### src/rtl/nsa_pkg.sv
// Shared types and constants for the nibble-serial adder: FSM state encoding and nibble width.
package nsa_pkg;

    localparam int NIBBLE_W = 4;

    typedef enum logic [1:0] {
        IDLE = 2'd0,
        RUN  = 2'd1,
        DONE = 2'd2
    } nsa_state_e;

    // Index width for a nibble counter; never narrower than one bit.
    function automatic int nib_idx_w(input int nibbles);
        return (nibbles > 1) ? $clog2(nibbles) : 1;
    endfunction

endpackage

### src/rtl/CLA_4_bits.sv
// 4-bit carry-lookahead adder slice: fully parallel carries from generate/propagate terms.
module CLA_4_bits
    import nsa_pkg::*;
(
    input  logic [NIBBLE_W-1:0] a,
    input  logic [NIBBLE_W-1:0] b,
    input  logic                cin,
    output logic [NIBBLE_W-1:0] sum,
    output logic                cout
);

    logic [NIBBLE_W-1:0] g;
    logic [NIBBLE_W-1:0] p;
    logic [NIBBLE_W:0]   c;

    assign g = a & b;
    assign p = a ^ b;

    assign c[0] = cin;
    assign c[1] = g[0] | (p[0] & c[0]);
    assign c[2] = g[1] | (p[1] & g[0]) | (p[1] & p[0] & c[0]);
    assign c[3] = g[2] | (p[2] & g[1]) | (p[2] & p[1] & g[0])
                | (p[2] & p[1] & p[0] & c[0]);
    assign c[4] = g[3] | (p[3] & g[2]) | (p[3] & p[2] & g[1])
                | (p[3] & p[2] & p[1] & g[0])
                | (p[3] & p[2] & p[1] & p[0] & c[0]);

    assign sum  = p ^ c[NIBBLE_W-1:0];
    assign cout = c[NIBBLE_W];

endmodule

### src/rtl/nibble_serial_adder.sv
// Serial adder processing one nibble per cycle through a single CLA slice, valid/ready on both sides.
// Optional signed-overflow output ovf is enabled by defining NSA_OVERFLOW_FLAG_EN.
module nibble_serial_adder
    import nsa_pkg::*;
#(
    parameter int WIDTH = 16
) (
    input  logic             clk,
    input  logic             reset,
    input  logic             in_valid,
    output logic             in_ready,
    input  logic [WIDTH-1:0] a,
    input  logic [WIDTH-1:0] b,
    input  logic             cin,
    output logic             out_valid,
    input  logic             out_ready,
    output logic [WIDTH-1:0] sum,
    output logic             cout
`ifdef NSA_OVERFLOW_FLAG_EN
    ,
    output logic             ovf
`endif
);

    localparam int NIB_CNT = WIDTH / NIBBLE_W;
    localparam int IDX_W   = nib_idx_w(NIB_CNT);
    localparam logic [IDX_W-1:0] LAST_IDX = IDX_W'(NIB_CNT - 1);

    nsa_state_e         state_q, state_d;
    logic [IDX_W-1:0]   idx_q, idx_d;
    logic               carry_q, carry_d;
    logic [WIDTH-1:0]   a_q, a_d;
    logic [WIDTH-1:0]   b_q, b_d;
    logic [WIDTH-1:0]   sum_q, sum_d;
    logic               cout_q, cout_d;
`ifdef NSA_OVERFLOW_FLAG_EN
    logic               ovf_q, ovf_d;
`endif

    logic [NIBBLE_W-1:0] a_nib [NIB_CNT];
    logic [NIBBLE_W-1:0] b_nib [NIB_CNT];
    logic [NIBBLE_W-1:0] slice_a, slice_b, slice_sum;
    logic                slice_cout;

    for (genvar gi = 0; gi < NIB_CNT; gi++) begin : g_nib
        assign a_nib[gi] = a_q[gi*NIBBLE_W +: NIBBLE_W];
        assign b_nib[gi] = b_q[gi*NIBBLE_W +: NIBBLE_W];
    end

    assign slice_a = a_nib[idx_q];
    assign slice_b = b_nib[idx_q];

    CLA_4_bits u_cla (
        .a    (slice_a),
        .b    (slice_b),
        .cin  (carry_q),
        .sum  (slice_sum),
        .cout (slice_cout)
    );

    always_comb begin
        state_d = state_q;
        idx_d   = idx_q;
        carry_d = carry_q;
        a_d     = a_q;
        b_d     = b_q;
        sum_d   = sum_q;
        cout_d  = cout_q;
`ifdef NSA_OVERFLOW_FLAG_EN
        ovf_d   = ovf_q;
`endif
        case (state_q)
            IDLE: begin
                if (in_valid) begin
                    a_d     = a;
                    b_d     = b;
                    carry_d = cin;
                    idx_d   = '0;
                    // Start from a clean result so partial sums never show old nibbles.
                    sum_d   = '0;
                    cout_d  = 1'b0;
`ifdef NSA_OVERFLOW_FLAG_EN
                    ovf_d   = 1'b0;
`endif
                    state_d = RUN;
                end
            end
            RUN: begin
                for (int i = 0; i < NIB_CNT; i++) begin
                    if (idx_q == IDX_W'(i)) begin
                        sum_d[i*NIBBLE_W +: NIBBLE_W] = slice_sum;
                    end
                end
                carry_d = slice_cout;
                idx_d   = idx_q + IDX_W'(1);
                if (idx_q == LAST_IDX) begin
                    cout_d  = slice_cout;
`ifdef NSA_OVERFLOW_FLAG_EN
                    // Carry into the MSB is recovered as a^b^s at that bit position.
                    ovf_d   = slice_a[NIBBLE_W-1] ^ slice_b[NIBBLE_W-1]
                            ^ slice_sum[NIBBLE_W-1] ^ slice_cout;
`endif
                    idx_d   = '0;
                    state_d = DONE;
                end
            end
            DONE: begin
                if (out_ready) begin
                    state_d = IDLE;
                end
            end
            default: begin
                state_d = IDLE;
            end
        endcase
    end

    always_ff @(posedge clk or posedge reset) begin
        if (reset) begin
            state_q <= IDLE;
            idx_q   <= '0;
            carry_q <= 1'b0;
            a_q     <= '0;
            b_q     <= '0;
            sum_q   <= '0;
            cout_q  <= 1'b0;
`ifdef NSA_OVERFLOW_FLAG_EN
            ovf_q   <= 1'b0;
`endif
        end else begin
            state_q <= state_d;
            idx_q   <= idx_d;
            carry_q <= carry_d;
            a_q     <= a_d;
            b_q     <= b_d;
            sum_q   <= sum_d;
            cout_q  <= cout_d;
`ifdef NSA_OVERFLOW_FLAG_EN
            ovf_q   <= ovf_d;
`endif
        end
    end

    assign in_ready  = (state_q == IDLE);
    assign out_valid = (state_q == DONE);
    assign sum       = sum_q;
    assign cout      = cout_q;
`ifdef NSA_OVERFLOW_FLAG_EN
    assign ovf       = ovf_q;
`endif

endmodule

### config.mk
export PLATFORM = sky130hd
export DESIGN_NAME = nibble_serial_adder
export DESIGN_NICKNAME = d
export VERILOG_FILES = /design/src/rtl/nsa_pkg.sv /design/src/rtl/CLA_4_bits.sv /design/src/rtl/nibble_serial_adder.sv
export SDC_FILE = /design/constraint.sdc
export NUM_CORES = 1
export LEC_CHECK = 0
export CAP_MARGIN = 0
export CELL_PAD_IN_SITES_DETAIL_PLACEMENT = 2
export CELL_PAD_IN_SITES_GLOBAL_PLACEMENT = 2
export CORE_ASPECT_RATIO = 1.1
export CORE_MARGIN = 4
export CORE_UTILIZATION = 25
export DETAILED_ROUTE_END_ITERATION = 16
export PLACE_DENSITY = 0.61
export SKIP_CTS_REPAIR_TIMING = 1
export SLEW_MARGIN = 10
export SYNTH_ARGS = -nofsm -noshare
export SYNTH_HDL_FRONTEND = slang
export SYNTH_SLANG_ARGS = --single-unit
### constraint.sdc
create_clock -name clk -period 3.7 [get_ports clk]
set_clock_uncertainty 0.2 [all_clocks]
set_input_delay 1.11 -clock clk [delete_from_list [all_inputs] [get_ports clk]]
set_output_delay 1.11 -clock clk [all_outputs]
set_load 0.01 [all_outputs]
==> metrics.md <==
| Metric | Value |
|---|---|
| Max Fanout on Critical Path | `11` |
| Latest clock arrival within the worst-skew pair | `approximately 0.32 ns` |
| TritonCTS clock tree | `built` |
| CTS Sinks | `54` |
| Final total power | `~3.2 mW` |
| # Max-Cap Violations | `0` |
| Final Cycle Share | `0.8030` |
| Antenna diode count | `0` |
| Power per cell area | `between 900 and 1000 mW/mm²` |
| Synth cell types | `35` |
| Status | `completed` |
| Pre-CTS WS | `just over 0.8 ns` |
| Pins Over Slew Limit | `0` |
| Vias | `~1.7k` |
| Worst hold path startpoint | `a_q[6]$_DFFE_PP0P_` |
| Die X | `104.9 µm` |
| First-pass GRT wire length | `~10000 µm` |
| Gp weighted congestion | `between 0.6 and 0.7` |
| Grt ovf | `0` |
| Final ANT Viol Nets | `0` |
| Pleak | `~1.4 nW` |
| Vias in the first global route | `between 1.5k and 2k` |
| Final Hold Viols | `0` |
| Final setup viols | `0` |
| First-pass DRT Iterations | `4` |
| Post-route setup TNS | `0 ns` |
| Site Rows | `38` |
| Starting Density | `0.2586` |
| Worst-Margin Slew | `0.6777 ns` |
| Multi-input gate area | `0.001104 mm²` |
| Clk slew on worst S/H paths | `about 0.11 ns` |
| Number of antenna violations at the first check in global routing | `0` |
| Syn Area/Cell | `around 14 µm²` |
| DP Area | `between 0.003 and 0.004 mm²` |
| Design Area, Final | `between 0.003 and 0.004 mm²` |
| Hold WC Path Type | `reg -> reg` |
| Cell Area, Synth | `approximately 0.0026 mm²` |
| Gate Count Post-Synth | `185` |
| Setup Crit Path Kind | `reg -> out` |
| Deepest clock path buffer count | `2` |
| VDD IR max | `273.7 µV` |
| Post-route minimum period | `2.971 ns` |
| Wire length per cell | `between 15 and 20 µm` |
| YS warnings | `0` |
| Die ar. | `0.01202 mm²` |
| Critical path origin | `state_q[0]$_DFFE_PP0P_` |
| Sequential Area | `roughly 0.0014 mm²` |
| Max Fclk | `about 340 MHz` |
| Dpl hpwl | `between 4000 and 5000 µm` |
| Routed WL | `~6200 µm` |
| Reg2reg start | `idx_q[0]$_DFFE_PP0P_` |
| Non-filler cells, final | `360` |
| Core area | `about 0.010 mm²` |
| Worst setup margin | `roughly 0.73 ns` |
| First DRT Iteration DRCs | `34` |
| Register bit total from synthesis | `54` |
| Syn nets | `232` |
| Critical path data arrival time | `roughly 1.7 ns` |
| CTS Root Cell | `clkbuf_8` |
| Final hold slack | `approximately 0.3 ns` |
| Relative max-transition margin | `0.5482` |
| Pin count of the biggest net entering global routing | `38` |
| Fillcell total | `between 1k and 1.5k` |
| RSZ-0062 raised after global routing | `no` |
| Fin nets | `286` |
| Commonest non-fill, non-tap cell in the layout | `clkdlybuf4s50_1` |
| Crit path launch type | `register` |
| Worst setup EP type | `primary output` |
| Number of remaining DRC errors | `0` |
| GRT Total Usage | `0.1066` |
| H-tree Lvls | `2` |
| Critical Path RT | `2.39 ns` |
| IO Port Bufs | `55` |
| CTS Buf Count | `5` |
| Via-to-Cell Ratio | `roughly 4.7` |
| Area Growth Syn to Fin | `29.85%` |
| Post-synthesis sequential area ratio | `0.5233` |
| Die Y | `114.6 µm` |
| Final core occ | `0.3358` |
| Fraction of layout cells with a size suffix above 1 | `0.1250` |
| Most frequent cells in the layout | `clkdlybuf4s50_1, dfrtp_1, mux2_1` |
| Cell Count Post-Placement | `352` |
| Number of I/O pins | `56` |
## power by group
group / total (mW) / switching [mW] / internal, mW
clock network: 0.416 / 0.213 / 0.203
logic: 1.69 / 0.844 / 0.846
registers: 1.09 / 0.221 / 0.866
total: 3.19 / 1.28 / 1.92
## path summary, 6_finish.rpt
kind | to | slack, ns | cells past startpoint
max | out_valid | 0.73 | 3
min in group asynchronous | a_q[8]$_DFFE_PP0P_ | 0.96 | 2
max in group asynchronous | b_q[15]$_DFFE_PP0P_ | 1.77 | 3
min | a_q[6]$_DFFE_PP0P_ | 0.30 | 1
min reg2reg | a_q[6]$_DFFE_PP0P_ | 0.30 | 1
max reg2reg | sum[6]$_DFFE_PP0P_ | 0.87 | 6
## worst max-delay path, stage by stage (launching register included)
cell             delay [ns]
dfrtp_1                0.54
nand2b_1               0.23
inv_1                  0.06
clkdlybuf4s50_1        0.52
## per-layer routing
metal | global-route usage | share of wire | vias up | routed length, µm
met5 | 0 | 0 | - | 0
met3 | 0.02256 | 0.043 | 6 | 265
li1 | - | - | 785 | -
met4 | 0.03150 | 0.013 | 0 | 79
met1 | 0.1446 | 0.48 | 855 | 3000
met2 | 0.1720 | 0.46 | 41 | 2861
## cells in the mapped netlist
library cell  number  share of area
buf_6              6          0.026
inv_1             10          0.015
mux2i_1            1         0.0039
nand2_1            7          0.010
a22o_1             2         0.0068
dfrtp_1           54           0.52
a32o_1             9          0.035
mux2_1            28           0.12
o21bai_1           2         0.0058
and2b_1            1         0.0029
nor2b_1            2         0.0048
buf_2              2         0.0039
o21ai_0            5         0.0097
a21oi_2            3          0.010
ha_1               9          0.044
a221oi_1           1         0.0034
a31o_2             2         0.0068
xnor2_1            2         0.0068
nor2_1             2         0.0029
o31ai_1            2         0.0058
nand2b_1           5          0.012
a22oi_1            1         0.0029
xor2_1             1         0.0034
buf_4              2         0.0058
fa_1               1         0.0078
nor3b_2            1         0.0048
mux4_2             8          0.070
o21ai_1            2         0.0039
clkbuf_1           1         0.0015
a41oi_1            1         0.0034
nand3b_1           1         0.0029
a21o_1             1         0.0029
mux2_2             4          0.017
o22ai_1            3         0.0073
a21oi_1            3         0.0058
## kinds of logic after synthesis
logic type                 count (synthesis)  share of synthesized area
xor gates and xnor gates                   3                    0.01018
muxes                                     41                     0.2132
adders and majority gates                 10                    0.05136
buffers and inverters                     21                    0.05184
DFF                                       54                     0.5233
AOI/OAI and AO/OA                         37                     0.1095
and+or+nand+nor                           19                    0.04070
## final cells by class
cell class | count | share of cell area
clock buffers | 5 | 0.02052
repair buffers | 58 | 0.1784
multi-input cells | 110 | 0.3291
clock inverters | 3 | 0.01306
well taps | 120 | 0.04478
inverters | 10 | 0.01119
flip-flops and latches | 54 | 0.4030
## flip-flops by register name, indices dropped and copies added (netlist names)
register	flops
idx_q	2
a_q	16
b_q	16
state_q	2
carry_q	1
cout	1
sum	16
(Power assumes the default switching activity.)
